===== src/rtl/mux_arbiter_pkg.sv =====
// rtl/mux_arbiter_pkg.sv - shared state and side encodings for the two-way arbiter
package mux_arbiter_pkg;

   // FSM state encoding
   localparam logic [1:0] ST_IDLE    = 2'd0;
   localparam logic [1:0] ST_GRANT_A = 2'd1;
   localparam logic [1:0] ST_GRANT_B = 2'd2;

   // Requester side encoding, also the mux select value
   localparam logic SIDE_A = 1'b0;
   localparam logic SIDE_B = 1'b1;

   // Grant state that serves the given side
   function automatic logic [1:0] grant_state(input logic side);
      return (side == SIDE_B) ? ST_GRANT_B : ST_GRANT_A;
   endfunction

endpackage


===== src/rtl/mux_arbiter_if.sv =====
// rtl/mux_arbiter_if.sv - requester, output and select signals of the arbiter
interface mux_arbiter_if #(
   parameter int WIDTH = 8
) ();

   logic             req_a;
   logic [WIDTH-1:0] data_a;
   logic             ack_a;
   logic             req_b;
   logic [WIDTH-1:0] data_b;
   logic             ack_b;
   logic [WIDTH-1:0] y;
   logic             y_valid;
   logic             y_ready;
   logic             sel;

   // Requesters and downstream consumer
   modport master (
      output req_a, data_a, req_b, data_b, y_ready,
      input  ack_a, ack_b, y, y_valid, sel
   );

   // Arbiter
   modport slave (
      input  req_a, data_a, req_b, data_b, y_ready,
      output ack_a, ack_b, y, y_valid, sel
   );

endinterface


===== src/rtl/mux2_w.sv =====
// rtl/mux2_w.sv - WIDTH-bit 2:1 data mux
module mux2_w #(
   parameter int WIDTH = 8
) (
   input  logic             s,
   input  logic [WIDTH-1:0] a,
   input  logic [WIDTH-1:0] b,
   output logic [WIDTH-1:0] y
);

   assign y = s ? b : a;

endmodule


===== src/rtl/mux_arbiter.sv =====
// rtl/mux_arbiter.sv - two-requester round-robin arbiter with hold limit and registered output
module mux_arbiter
   import mux_arbiter_pkg::*;
#(
   parameter int WIDTH    = 8,
   parameter int MAX_HOLD = 4
) (
   input logic          clk,
   input logic          rst_n,
   mux_arbiter_if.slave bus
);

   localparam logic [4:0] HOLD = 5'(MAX_HOLD);

   logic [1:0]       state, state_nxt;
   logic             last, last_nxt;
   logic [3:0]       cnt, cnt_nxt;
   logic [4:0]       cnt_inc;
   logic [WIDTH-1:0] y_q;
   logic [WIDTH-1:0] mux_y;
   logic             y_valid_q;
   logic             sel;
   logic             granted;
   logic             own_req;
   logic             other_req;
   logic             other_side;
   logic             idle_pick;
   logic             can_accept;
   logic             accept;

   assign sel        = (state == ST_GRANT_B);
   assign granted    = (state == ST_GRANT_A) || (state == ST_GRANT_B);
   assign own_req    = sel ? bus.req_b : bus.req_a;
   assign other_req  = sel ? bus.req_a : bus.req_b;
   assign other_side = sel ? SIDE_A : SIDE_B;
   // On a tie the side that was not served last wins
   assign idle_pick  = (bus.req_a && bus.req_b) ? ~last : bus.req_b;
   // The output slot is free when empty or being drained this cycle
   assign can_accept = !y_valid_q || bus.y_ready;
   assign accept     = granted && own_req && can_accept;
   assign cnt_inc    = {1'b0, cnt} + 5'd1;

   assign bus.ack_a   = accept && (state == ST_GRANT_A);
   assign bus.ack_b   = accept && (state == ST_GRANT_B);
   assign bus.sel     = sel;
   assign bus.y       = y_q;
   assign bus.y_valid = y_valid_q;

   mux2_w #(.WIDTH(WIDTH)) u_mux (
      .s (sel),
      .a (bus.data_a),
      .b (bus.data_b),
      .y (mux_y)
   );

   // Grant selection, hand-over on drop or hold limit, beat counting
   always_comb begin
      state_nxt = state;
      last_nxt  = last;
      cnt_nxt   = cnt;
      case (state)
         ST_IDLE: begin
            if (bus.req_a || bus.req_b) begin
               state_nxt = grant_state(idle_pick);
               last_nxt  = idle_pick;
               cnt_nxt   = 4'd0;
            end
         end
         ST_GRANT_A, ST_GRANT_B: begin
            if (!own_req) begin
               if (other_req) begin
                  state_nxt = grant_state(other_side);
                  last_nxt  = other_side;
                  cnt_nxt   = 4'd0;
               end else begin
                  state_nxt = ST_IDLE;
               end
            end else if (accept) begin
               // Once the limit is reached a waiting requester takes over;
               // with nobody waiting the count parks at the limit
               if ((cnt_inc >= HOLD) && other_req) begin
                  state_nxt = grant_state(other_side);
                  last_nxt  = other_side;
                  cnt_nxt   = 4'd0;
               end else if (cnt_inc >= HOLD) begin
                  cnt_nxt = HOLD[3:0];
               end else begin
                  cnt_nxt = cnt_inc[3:0];
               end
            end
         end
         default: state_nxt = ST_IDLE;
      endcase
   end

   // Arbitration state registers
   always_ff @(posedge clk or negedge rst_n) begin
      if (!rst_n) begin
         state <= ST_IDLE;
         last  <= SIDE_B;
         cnt   <= 4'd0;
      end else begin
         state <= state_nxt;
         last  <= last_nxt;
         cnt   <= cnt_nxt;
      end
   end

   // Output register: load on accept, empty when drained without refill
   always_ff @(posedge clk or negedge rst_n) begin
      if (!rst_n) begin
         y_q       <= '0;
         y_valid_q <= 1'b0;
      end else if (accept) begin
         y_q       <= mux_y;
         y_valid_q <= 1'b1;
      end else if (bus.y_ready) begin
         y_valid_q <= 1'b0;
      end
   end

endmodule


===== src/flat_wrapper.sv =====
// flat-port wrapper written by rule: the top's interface ports become plain ports
module mux_arbiter_flat import mux_arbiter_pkg::*;
#(
   parameter int WIDTH    = 8,
   parameter int MAX_HOLD = 4
)
  (clk, rst_n, bus_req_a, bus_data_a, bus_req_b, bus_data_b, bus_y_ready, bus_ack_a, bus_ack_b, bus_y, bus_y_valid, bus_sel);
  mux_arbiter_if #(.WIDTH(WIDTH)) bus_i ();
  input logic clk;
  input logic rst_n;
  input wire logic [$bits(bus_i.req_a)-1:0] bus_req_a;
  input wire logic [$bits(bus_i.data_a)-1:0] bus_data_a;
  input wire logic [$bits(bus_i.req_b)-1:0] bus_req_b;
  input wire logic [$bits(bus_i.data_b)-1:0] bus_data_b;
  input wire logic [$bits(bus_i.y_ready)-1:0] bus_y_ready;
  output wire logic [$bits(bus_i.ack_a)-1:0] bus_ack_a;
  output wire logic [$bits(bus_i.ack_b)-1:0] bus_ack_b;
  output wire logic [$bits(bus_i.y)-1:0] bus_y;
  output wire logic [$bits(bus_i.y_valid)-1:0] bus_y_valid;
  output wire logic [$bits(bus_i.sel)-1:0] bus_sel;
  assign bus_i.req_a = bus_req_a;
  assign bus_i.data_a = bus_data_a;
  assign bus_i.req_b = bus_req_b;
  assign bus_i.data_b = bus_data_b;
  assign bus_i.y_ready = bus_y_ready;
  assign bus_ack_a = bus_i.ack_a;
  assign bus_ack_b = bus_i.ack_b;
  assign bus_y = bus_i.y;
  assign bus_y_valid = bus_i.y_valid;
  assign bus_sel = bus_i.sel;
  mux_arbiter #(.WIDTH(WIDTH), .MAX_HOLD(MAX_HOLD)) u_core (.clk(clk), .rst_n(rst_n), .bus(bus_i));
endmodule

===== config.mk =====
export PLATFORM = sky130hd
export DESIGN_NAME = mux_arbiter_flat
export DESIGN_NICKNAME = d
export VERILOG_FILES = /design/src/rtl/mux_arbiter_pkg.sv /design/src/rtl/mux_arbiter_if.sv /design/src/rtl/mux2_w.sv /design/src/rtl/mux_arbiter.sv /design/src/flat_wrapper.sv
export SDC_FILE = /design/constraint.sdc
export NUM_CORES = 1
export LEC_CHECK = 0
export BUFFER_PORTS_ARGS = -buffer_cell sky130_fd_sc_hd__buf_2
export CAP_MARGIN = 40
export CORE_MARGIN = 2
export CORE_UTILIZATION = 25
export CTS_BUF_LIST = sky130_fd_sc_hd__clkbuf_2
export DETAILED_ROUTE_END_ITERATION = 10
export HOLD_SLACK_MARGIN = 0.1
export PLACE_DENSITY = 0.53
export SYNTH_ARGS = -nofsm -noshare
export SYNTH_HDL_FRONTEND = slang
export SYNTH_HIERARCHICAL = 1
export SYNTH_SLANG_ARGS = --single-unit
export TNS_END_PERCENT = 1

===== constraint.sdc =====
create_clock -name clk -period 1.8 [get_ports clk]
set_input_delay 0.27 -clock clk [delete_from_list [all_inputs] [get_ports clk]]
set_output_delay 0.27 -clock clk [all_outputs]
set_load 0.01 [all_outputs]

Word level (Yosys, flattened, before mapping)

Cells that the tools add are included.

Add/sub/neg operators: 1
Multipliers: 0
Div/mod/pow operators: 0
$lt $le $gt $ge: 1
Equal/unequal tests: 6
Shift operators: 0
Muxes and demuxes: 28
Bitwise logic cells: 1
Reductions and logical operators: 17

Operators with widths:

| cell                  | count |
|---|---|
| $mux W4               | 6 |
| $mux W2               | 7 |
| $mux W1               | 11 |
| $mux W8               | 1 |
| $pmux W4 S2           | 1 |
| $logic_and A1 B1 Y1   | 6 |
| $ne A3 B3 Y1 const B  | 2 |
| $add A4 B1 Y5 const B | 1 |
| $ge A5 B3 Y1 const B  | 1 |
| $reduce_and A5 Y1     | 1 |
| $pmux W2 S2           | 1 |
| $reduce_and A4 Y1     | 1 |
| $reduce_bool A2 Y1    | 2 |
| $logic_or A1 B1 Y1    | 3 |
| $ne A3 B1 Y1 const B  | 1 |
| $reduce_and A3 Y1     | 1 |
| $eq A2 B1 Y1 const B  | 1 |
| $eq A2 B2 Y1 const B  | 1 |
| $logic_not A2 Y1      | 1 |
| $ne A2 B1 Y1 const B  | 1 |
| $pmux W1 S2           | 1 |
| $reduce_or A2 Y1      | 1 |
| $logic_not A1 Y1      | 1 |
| $not A1 Y1            | 1 |

Register bits after elaboration: 16
Bits in latches: 0
Memory bits (writable): 0
Bits in read-only memories: 0
Input port bits: 21
Memories kept: 0

Depth between registers and ports, before layout

Gate-level depths: netlist of run 1.

Word-level depth: 7
Gate-level depth with buffers: 8
Depth with buffers taken out: 7

Cells and area by module

Netlist of run 1, hierarchy kept.

By module, submodules not included:

| module      | times used | cells an instance | area each (um2) | sequential area each (um2) |
|---|---|---|---|---|
| mux_arbiter | 1          | 86                | 934.6           | 401.6 |
| mux2_w      | 1          | 9                 | 131.4           | 0.0 |

Worst setup path before layout of run 1

No wires, ideal clock.

Path type: register to register
Start: register u_core.state[0]
End: register u_core.state[0]
Setup time: 125 ps
Arrival time: 1774 ps
Required time: 1675 ps
Path slack: -99 ps
Stages on the path, launching flop included: 9
Buffers on the path: 1
Clock period less this slack: 1899 ps
Cells stage by stage: dfrtp_1 -> inv_1 -> ha_1 -> buf_6 -> and3b_2 -> o21ai_2 -> nand2_1 -> a21oi_1 -> mux2_2

Cells in the longest elaborated chain, start to end: 6
Elaborated cells on any way between the ends: 20
Classes of those cells: eq/ne: 5; mux: 8; reduce/logical: 7

Ends and longest elaborated chain:

| element                                                 | line                                 | source |
|---|---|---|
| start: declaration                                      | mux_arbiter.sv:15                    | `logic [1:0] state, state_nxt;` |
| start signal: assignment                                | mux_arbiter.sv:103                   | `state <= state_nxt;` |
| $eq A2 B2 Y1 (*)                                        | mux_arbiter.sv:31                    | `assign sel = (state == ST_GRANT_B);` |
| net bus_sel                                             | flat_wrapper.sv:20                   | `output wire logic [$bits(bus_i.sel)-1:0] bus_sel;` |
| $mux W2 (tied with other cells)                         | mux_arbiter_pkg.sv:15                | `return (side == SIDE_B) ? ST_GRANT_B : ST_GRANT_A;` |
| $mux W2 / $logic_and A1 B1 Y1 (equally long branches)   | mux_arbiter.sv:81, mux_arbiter.sv:40 |  |
| $mux W2 / $logic_and A1 B1 Y1 (equally long branches)   | mux_arbiter.sv:78, mux_arbiter.sv:40 |  |
| $mux W2 / $ne A3 B3 Y1 (equally long branches)          | n/a                                  |  |
| $pmux W2 S2 / $reduce_and A3 Y1 (equally long branches) | n/a                                  |  |

Mark *: on every way through the listed nets, which the timed path passes. The rest lies on a longest branch. The select of a mux whose other input is x is not followed.
A chain may end at the register's enable or synchronous reset.

Worst setup path after layout of run 1

Start: register u_core.state[1]
End: register u_core.state[0]

Cells in the longest elaborated chain, start to end: 6
Elaborated cells on any way between the ends: 20
Classes of those cells: eq/ne: 5; mux: 8; reduce/logical: 7

Ends and longest elaborated chain:

| element                                                 | line |
|---|---|
| $eq A2 B2 Y1 / $eq A2 B1 Y1 (equally long branches)     | mux_arbiter.sv:31, mux_arbiter.sv:32, mux_arbiter.sv:61 |
| $mux W2 (tied with other cells)                         | mux_arbiter_pkg.sv:15 |
| $mux W2 / $logic_and A1 B1 Y1 (equally long branches)   | mux_arbiter.sv:81, mux_arbiter.sv:40 |
| $mux W2 / $logic_and A1 B1 Y1 (equally long branches)   | mux_arbiter.sv:78, mux_arbiter.sv:40 |
| $mux W2 / $ne A3 B3 Y1 (equally long branches)          | n/a |
| $pmux W2 S2 / $reduce_and A3 Y1 (equally long branches) | n/a |

Parallel ways exist; a longest one is shown, timed or not. The select of a mux whose other input is x is not followed.

==> impl_metrics.ini, run 1 <==
[status]
status = complete, but fails checks
violations = setup timing

[worst_hold_path]
worstHoldEndpoint = u_core/bus.y[3]
min_path_type = input pin to flop
hold_start = bus_data_b[3]
hold_depth = 3

[clock_tree]
cts.sinks = 16
cts_buffers = 3
cts_tree = yes
clkTransAtPathRegs_ps = 160
cts-root-buf = clkbuf_2
clkLatencyLatePin_ps = 280
cts_max_level = 1
cts_buffer_depth = 2

[global_route]
grt_pass1_wl_um = 4030
grt_overflow = 0
globalRouteTotalUtil = 0.100
grt_pass1_vias = 904
grt_max_degree = 17
antenna_found_initial = 0

[critical_path]
slowest_stage = dfrtp_1
worstReg2RegEnd = u_core/state[0]
worstPathMaxFanout = 5
worstSetupPathType = flop to flop
worstPathRequired_ps = 1970
path_buf_inv = 2
end_kind = flop
reg2reg_slack_ps = -100
startpoint_type = flop
worstPathArrival_ps = 2070
reg2reg_depth = 8
reg2reg_from = u_core/state[1]
slowest_delay_ps = 430
cpLargestDelayFamily = flip-flops
worstPathCellList = buf_6, ha_4, buf_4, and3b_2, o21ai_2, nand2_1, a21oi_2, mux2_2
cp_num_cells = 8

[job]
maxCapViolCount = 0

[yosys]
ys_types = 30
postSynth.asyncResetShare = 1.00
synth_area_per_cell_sq_um = 11.2
syn-cell-area_sq_mm = 0.00107
synth_edf_count = 0
synth-main-ff-cell = dfrtp_1
synth_seq_area_share = 0.377
synth_nets = 122
synthesis.instances = 95
yosys_warnings = 6
synth-seq-cells = 16

[drt]
via_count = 854
drc = 0
vias_per_cell = 4.52
drt_wl_total_um = 2300
postRouteAntennaNets = 0
dr.pass1.iters = 2
drtIter0Drc = 16
avgRoutedWirePerCell_um = 12.2

[cells_and_area]
multi_input_area_sq_um = 666
syn_to_final_growth_pct = 34.4
insertedDiodeCount = 0
drive_gt1_frac = 0.597
n_fill_cell = 411
regArea_sq_um = 402
layout.nets = 167
fin_cells = 189

[floorplanning]
die_area_sq_mm = 0.00480
die_height_um = 69.3
rows = 23
core-area_sq_mm = 0.00406
die_w_um = 69.3
initial_core_util = 0.263
io_pins = 33

[sta]
timing.final.ws_setup_ps = -96.7
rsz0062_at_grt = yes
worst_clock_skew_ps = 13.8
slew_violations = 0
slew_headroom = 0.735
hold_ws_ps = 333
finalCritPeriodShare = 1.05
period_needed_ps = 1900
fmax_mhz = 527
final-setup-viol-count = 8
tightest_slew_ps = 398
finalHoldViolCount = 0

[power_and_ir_drop]
p_switching_mw = 0.938
p_int_mw = 1.41
p_sw_frac = 0.400
p_leak_nw = 0.701
seqPwrFrac = 0.270
p_per_area_mw_per_mm2 = 1640
p_comb_frac = 0.662
p_clk_frac = 0.067
ir_drop_v = 0.000551

[placed_design]
place_hpwl_um = 1710
placed_cells = 180
gp_routability_congestion = 0.754
portBuffers = 32
flip-flops by register name (all words and copies together) (netlist names):
| name | count |
|---|---|
| u_core/bus.y | 8 |
| u_core/cnt | 4 |
| u_core/state | 2 |
| u_core/bus.y_valid | 1 |
| u_core/last | 1 |
cells in the final DEF, fill, tap and decap left out, drive strengths merged:
cell type | Yosys | routed
a41o | 1 | 1
a21boi | 1 | 1
a21oi | 7 | 7
buf | 4 | 43
dfstp | 1 | 1
dfrtp | 15 | 15
nor2 | 10 | 10
clkbuf | 0 | 3
mux2i | 2 | 2
o22ai | 1 | 1
nand2 | 8 | 8
ha | 6 | 6
inv | 4 | 4
and3 | 3 | 3
a31oi | 2 | 2
mux2 | 20 | 20
dlygate4sd3 | 0 | 1
and3b | 1 | 1
a41oi | 1 | 1
clkinv | 0 | 1
or4 | 1 | 1
nor3 | 1 | 1
nor3b | 1 | 1
nor2b | 2 | 2
o21ai | 3 | 3
cell type report:
cell class                 instances  area share
inverter                           4      0.0105
clock buffer                       3      0.0105
clock inverter                     1     0.00262
tap                               50      0.0437
multi-input combinational         71       0.465
sequential                        16       0.280
timing repair buffer              44       0.188
how the worst max path moves through the flow:
stage / slack, ps / from / end
2_1_floorplan: -1 / u_core/state[0] / u_core/bus.y[0]
3_3_place_gp: 30 / u_core/state[0] / u_core/bus.y[7]
3_5_place_dp: -50 / u_core/state[0] / u_core/bus.y[0]
4_1_cts: -90 / u_core/state[1] / bus_ack_a
5_1_grt: -180 / u_core/state[1] / bus_ack_a
6_report: -100 / u_core/state[1] / u_core/state[0]
logic make-up (layout without fill, tap and decap cells):
family          count (synthesis)  in the layout  synth area share
simple gates                   27             27             0.133
mux                            22             22             0.258
buf+inv                         8             52            0.0587
compound gates                 16             16             0.103
flops                          16             16             0.377
fa+ha+maj                       6              6            0.0704
worst register-to-register path, delay by kind of cell (launching register included):
family	cells	cell delay, ps
adder cells (fa/ha/maj)	1	180
multiplexers	1	350
AO/OA/AOI/OAI	2	280
AND/OR/NAND/NOR	2	280
buffers and inverters	2	270
flip-flops	1	430
cell usage after synthesis (all sizes together), types with 2 or more instances:
cell type | n | area, sq um
nand2 | 8 | 32.5
dfrtp | 15 | 375
ha | 6 | 75.1
buf | 4 | 47.5
o21ai | 3 | 18.8
mux2 | 20 | 255
and3 | 3 | 25.0
mux2i | 2 | 20.0
nor2 | 10 | 37.5
inv | 4 | 15.0
nor2b | 2 | 12.5
a31oi | 2 | 12.5
a21oi | 7 | 38.8
power groups by stage:
stage / clock network [mW] / logic (mW) / registers, mW
finish: 0.158 / 1.55 / 0.634
global route: 0.184 / 1.70 / 0.660
CTS: 0.168 / 1.46 / 0.630
detailed placement: 0 / 1.36 / 0.630
global placement: 0 / 1.33 / 0.636
floorplan: 0 / 0.908 / 0.674
metal layers:
metal | global-route usage | part of all wire
met2 | 0.161 | 0.47
met4 | 0.0305 | 0
met3 | 0.0363 | 0.082
met1 | 0.125 | 0.45
met5 | 0 | 0
timing repair:
item                                    CTS  global route
buffers inserted                          4             0
gates resized for setup                   6             8
hold buffers                              1             0
pin swaps                                 4             3
hold endpoints to repair                 15             0
endpoints found under the setup margin   12            16
per-stage QoR:
stage          setup TNS, ps  total power, mW  setup WS (ps)  utilization  instance area [sq um]
2_1_floorplan          -8.41             1.58          -1.05            -                   1070
3_3_place_gp               0             1.97           26.6        0.320                   1300
3_5_place_dp            -394             1.99          -54.5        0.320                   1300
4_1_cts                 -320             2.26          -85.6        0.342                   1390
5_1_grt                -1660             2.55           -177        0.353                   1430
6_report                -473             2.34          -96.7        0.353                   1430
Power figures use the tool's default switching activity.
==> run 2, diff against run 1 <==
--- a/config.mk
+++ b/config.mk
@@ -8,11 +8,11 @@
 export BUFFER_PORTS_ARGS = -buffer_cell sky130_fd_sc_hd__buf_2
 export CAP_MARGIN = 40
 export CORE_MARGIN = 2
-export CORE_UTILIZATION = 25
+export CORE_UTILIZATION = 37
 export CTS_BUF_LIST = sky130_fd_sc_hd__clkbuf_2
 export DETAILED_ROUTE_END_ITERATION = 10
 export HOLD_SLACK_MARGIN = 0.1
-export PLACE_DENSITY = 0.53
+export PLACE_DENSITY = 0.62
 export SYNTH_ARGS = -nofsm -noshare
 export SYNTH_HDL_FRONTEND = slang
 export SYNTH_HIERARCHICAL = 1
==> impl_metrics.ini, run 2 (same netlist as run 1, synthesis figures left out) <==
[critical_path]
cpLargestDelayFamily = simple AND/OR/NAND/NOR gates
slowest_delay_ps = 500
path_buf_inv = 2
worstSetupPathType = flop to flop
startpoint_type = flop
end_kind = flop
worstPathArrival_ps = 2120
worstPathRequired_ps = 2030
worstPathMaxFanout = 5
worstPathCellList = buf_6, ha_4, mux2i_4, buf_4, or4_4, and3_4, a21oi_2
slowest_stage = or4_4

[cells_and_area]
n_fill_cell = 265
layout.nets = 168
insertedDiodeCount = 0
multi_input_area_sq_um = 688
regArea_sq_um = 402
syn_to_final_growth_pct = 35.0
layout_common_cells = 31 x buf_2, 15 x dfrtp_1, 12 x mux2_2
final_common_cell = buf_2
drive_gt1_frac = 0.607
largest_register_ff_count = 8
fin_cells = 171

[floorplanning]
die_w_um = 57.7
core-area_sq_mm = 0.00276
initial_core_util = 0.387
die_height_um = 57.7
die_area_sq_mm = 0.00333
io_pins = 33
rows = 19

[sta]
slew_violations = 0
finalCritPeriodShare = 1.06
timing.final.ws_setup_ps = -99.7
rsz0062_at_grt = yes
tightest_slew_ps = 380
hold_ws_ps = 335
worst_clock_skew_ps = 1.15
final-setup-viol-count = 4
period_needed_ps = 1900
fmax_mhz = 526
finalSetupTns_ps = -330
slew_headroom = 0.746
finalHoldViolCount = 0

[global_route]
grt_pass1_vias = 929
grt_pass1_wl_um = 4110
grt_overflow = 0
antenna_found_initial = 0
globalRouteTotalUtil = 0.160
grt_max_degree = 17

[placed_design]
portBuffers = 32
gp_routability_congestion = 0.793
place_hpwl_um = 1740
placed_cells = 160
place_ws_ps = -55.4

[drt]
drc = 0
dr.pass1.iters = 4
vias_per_cell = 5.25
drt_wl_total_um = 2420
avgRoutedWirePerCell_um = 14.1
drtIter0Drc = 43
postRouteAntennaNets = 0
via_count = 898

[worst_hold_path]
min_path_type = input pin to flop

[clock_tree]
cts-root-buf = clkbuf_2
cts.sinks = 16
cts_tree = yes
clkLatencyLatePin_ps = 270
cts_max_level = 1
clkTransAtPathRegs_ps = 150
cts_buffers = 3
cts_buffer_depth = 2

[job]
maxCapViolCount = 0

[power_and_ir_drop]
p_leak_nw = 0.710
p_per_area_mw_per_mm2 = 1730
ir_drop_v = 0.00112

[status]
status = complete, but fails checks
violations = setup timing
-- run 2: cell types whose count changed in the layout (fill, tap and decap cells not counted), sizes merged --
cell	before	now
buf	43	44
-- run 2: per-stage QoR --
stage	power (mW)	utilization	instance area, sq um
3_3_place_gp	1.96	0.460	1270
2_1_floorplan	1.58	-	1070
6_report	2.48	0.522	1440
4_1_cts	2.37	0.507	1400
5_1_grt	2.68	0.522	1440
3_5_place_dp	2.00	0.460	1270
-- run 2: cell type report --
class | instances | area share
clock buffer | 3 | 0.0104
clock inverter | 1 | 0.00261
inverter | 4 | 0.0122
multi-input combinational | 71 | 0.478
sequential | 16 | 0.279
tap | 31 | 0.0270
timing repair buffer | 45 | 0.190
-- run 2: where the power goes --
| part | switching (mW) | internal, mW | total [mW] |
|---|---|---|---|
| clock | 0.110 | 0.0483 | 0.159 |
| sequential | 0.101 | 0.527 | 0.629 |
| combinational | 0.794 | 0.901 | 1.70 |
| total | 1.01 | 1.48 | 2.48 |
-- run 2: worst min-delay path: stages --
cell,delay [ps]
buf_2,70
mux2_4,120
mux2_2,130
-- run 2: per-layer routing --
layer	track usage	vias up	wire, um
met1	0.184	436	925
met4	0.0698	0	48
met2	0.289	28	1330
li1	-	428	-
met5	0	-	0
met3	0.0268	6	118
-- run 2: final timing paths --
path,from,endpoint,slack (ps),cells past startpoint
max,u_core/state[1],u_core/last,-100,7
min,bus_data_a[4],u_core/bus.y[4],330,3
max reg2reg,u_core/state[1],u_core/last,-100,7
min reg2reg,u_core/bus.y[4],u_core/bus.y[4],520,1
max in group asynchronous,rst_n,u_core/last,1080,2
min in group asynchronous,rst_n,u_core/bus.y[2],410,2
-- run 2: repair_timing --
action	CTS	global route
pin swaps	5	2
resized for setup	10	9
buffers inserted	6	0
hold endpoints to repair	15	0
hold buffers	1	0
setup endpoints to repair	13	16
==> run 3, diff against run 2 <==
--- a/config.mk
+++ b/config.mk
@@ -7,12 +7,11 @@
 export LEC_CHECK = 0
 export BUFFER_PORTS_ARGS = -buffer_cell sky130_fd_sc_hd__buf_2
 export CAP_MARGIN = 40
-export CORE_MARGIN = 2
-export CORE_UTILIZATION = 37
+export CORE_UTILIZATION = 47
 export CTS_BUF_LIST = sky130_fd_sc_hd__clkbuf_2
 export DETAILED_ROUTE_END_ITERATION = 10
 export HOLD_SLACK_MARGIN = 0.1
-export PLACE_DENSITY = 0.62
+export PLACE_DENSITY = 0.76
 export SYNTH_ARGS = -nofsm -noshare
 export SYNTH_HDL_FRONTEND = slang
 export SYNTH_HIERARCHICAL = 1
==> constraint.sdc (replaced) <==
create_clock -name clk -period 1.8 [get_ports clk]
set_input_delay 0.18 -clock clk [delete_from_list [all_inputs] [get_ports clk]]
set_output_delay 0.18 -clock clk [all_outputs]
set_load 0.01 [all_outputs]
==> impl_metrics.ini, run 3 (same netlist as run 1, synthesis figures left out) <==
[clock_tree]
cts-root-buf = clkbuf_2
cts_max_level = 1
cts.sinks = 16
clkLatencyLatePin_ps = 290
cts_tree = yes
cts_buffers = 3
clkTransAtPathRegs_ps = 160
cts_buffer_depth = 2

[global_route]
antenna_found_initial = 0
grt_pass1_vias = 968
grt_pass1_wl_um = 4100
grt_overflow = 0
grt_max_degree = 17
globalRouteTotalUtil = 0.217

[sta]
rsz0062_at_grt = yes
finalCritPeriodShare = 1.05
slew_headroom = 0.748
slew_violations = 0
finalSetupTns_ps = -282
hold_ws_ps = 231
tightest_slew_ps = 377
fmax_mhz = 530
timing.final.ws_setup_ps = -87.9
worst_clock_skew_ps = 10.4
final-setup-viol-count = 7
finalHoldViolCount = 0
period_needed_ps = 1890

[cells_and_area]
layout.nets = 171
n_fill_cell = 162
layout_common_cells = 30 x buf_2, 16 x mux2_4, 15 x dfrtp_1
syn_to_final_growth_pct = 38.5
largest_register_ff_count = 8
drive_gt1_frac = 0.622
insertedDiodeCount = 0
fin_util = 0.723
final_common_cell = buf_2

[power_and_ir_drop]
p_switching_mw = 1.02
p_total_mw = 2.63
p_comb_frac = 0.692
p_leak_nw = 0.759
p_int_mw = 1.61
p_clk_frac = 0.065
p_sw_frac = 0.389
seqPwrFrac = 0.242
p_per_area_mw_per_mm2 = 1780
ir_drop_v = 0.000974

[floorplanning]
die_area_sq_mm = 0.00246
io_pins = 33
die_w_um = 49.6
initial_core_util = 0.522
die_height_um = 49.6
core-area_sq_mm = 0.00204
rows = 16

[critical_path]
cpLargestDelayFamily = simple AND/OR/NAND/NOR gates
path_buf_inv = 3
slowest_delay_ps = 470
slowest_stage = dfrtp_1
crit_top_cell = buf_4
worstPathArrival_ps = 2120
worstPathCellList = ha_4, buf_6, nor3b_1, o21ai_2, buf_4, buf_4, and3_4, a21oi_2
crit_path_start = u_core/state[1]
worstSetupPathType = flop to flop
reg2reg_from = u_core/state[1]
startpoint_type = flop
cp_num_cells = 8
reg2reg_depth = 8
worstPathMaxFanout = 5
worstPathRequired_ps = 2030
end_kind = flop

[worst_hold_path]
min_path_type = input pin to flop
hold_start = bus_data_b[3]
hold_depth = 3

[drt]
dr.pass1.iters = 4
drc = 0
avgRoutedWirePerCell_um = 14.5
drt_wl_total_um = 2460
vias_per_cell = 5.57
via_count = 947
postRouteAntennaNets = 0
drtIter0Drc = 6

[job]
maxCapViolCount = 0

[status]
status = complete, but fails checks
violations = setup timing

[placed_design]
place_hpwl_um = 1640
gp_routability_congestion = 0.878
portBuffers = 32
-- run 3: changes by cell type in the layout (fill, tap and decap cells not counted), sizes merged --
cell    previous run  this run
buf               44        47
clkbuf             3         4
clkinv             1         0
-- run 3: worst register-to-register path, delay by kind of cell (launching register included) --
| family | cells | cell delay (ps) |
|---|---|---|
| AND/OR/NAND/NOR | 2 | 490 |
| buffers and inverters | 3 | 420 |
| flip-flops | 1 | 470 |
| AO/OA/AOI/OAI | 2 | 230 |
| adder cells (fa/ha/maj) | 1 | 220 |
-- run 3: metal layers --
| layer | wire length, um | global-route usage |
|---|---|---|
| met3 | 139 | 0.0216 |
| met1 | 937 | 0.241 |
| met5 | 0 | 0 |
| met2 | 1310 | 0.401 |
| met4 | 72 | 0.114 |
-- run 3: final cells by class --
class	instances	area (sq um)	area share
clock buffers	4	20.0	0.0136
inverters	4	15.0	0.0102
multi-input cells	71	703	0.476
flip-flops and latches	16	402	0.272
well taps	27	33.8	0.0229
repair buffers	48	303	0.205
-- run 3: timing repair --
action / 4_1_cts / 5_1_grt
endpoints found under the setup margin: 12 / 16
gates resized for setup: 14 / 11
pin swaps: 5 / 7
hold buffers: 1 / 0
buffers inserted: 5 / 0
endpoints found under the hold margin: 16 / 0
-- run 3: worst paths after layout --
path | endpoint | slack, ps
setup reg to reg | u_core/last | -90
hold reg to reg | u_core/bus.y[1] | 520
hold / removal | u_core/bus.y[3] | 230
setup / recovery | u_core/last | -90
max in group asynchronous | u_core/last | 1180
min in group asynchronous | u_core/bus.y[0] | 300
-- run 3: stage by stage --
| stage | std cells | area (sq um) | setup WS (ps) |
|---|---|---|---|
| CTS | 170 | 1440 | -29.9 |
| finish | 170 | 1480 | -87.9 |
| detailed placement | 160 | 1290 | -28.5 |
| global route | 170 | 1480 | -142 |
| floorplan | 95 | 1070 | -1.05 |
| global placement | 160 | 1290 | -12.9 |
-- run 3: power by group through the flow --
stage                     registers [mW]  logic, mW  clock network, mW
final                              0.636       1.82              0.171
after floorplan                    0.674      0.908                  0
after global routing               0.661       1.95              0.196
after global placement             0.623       1.37                  0
after CTS                          0.630       1.65              0.177
after detailed placement           0.630       1.41                  0
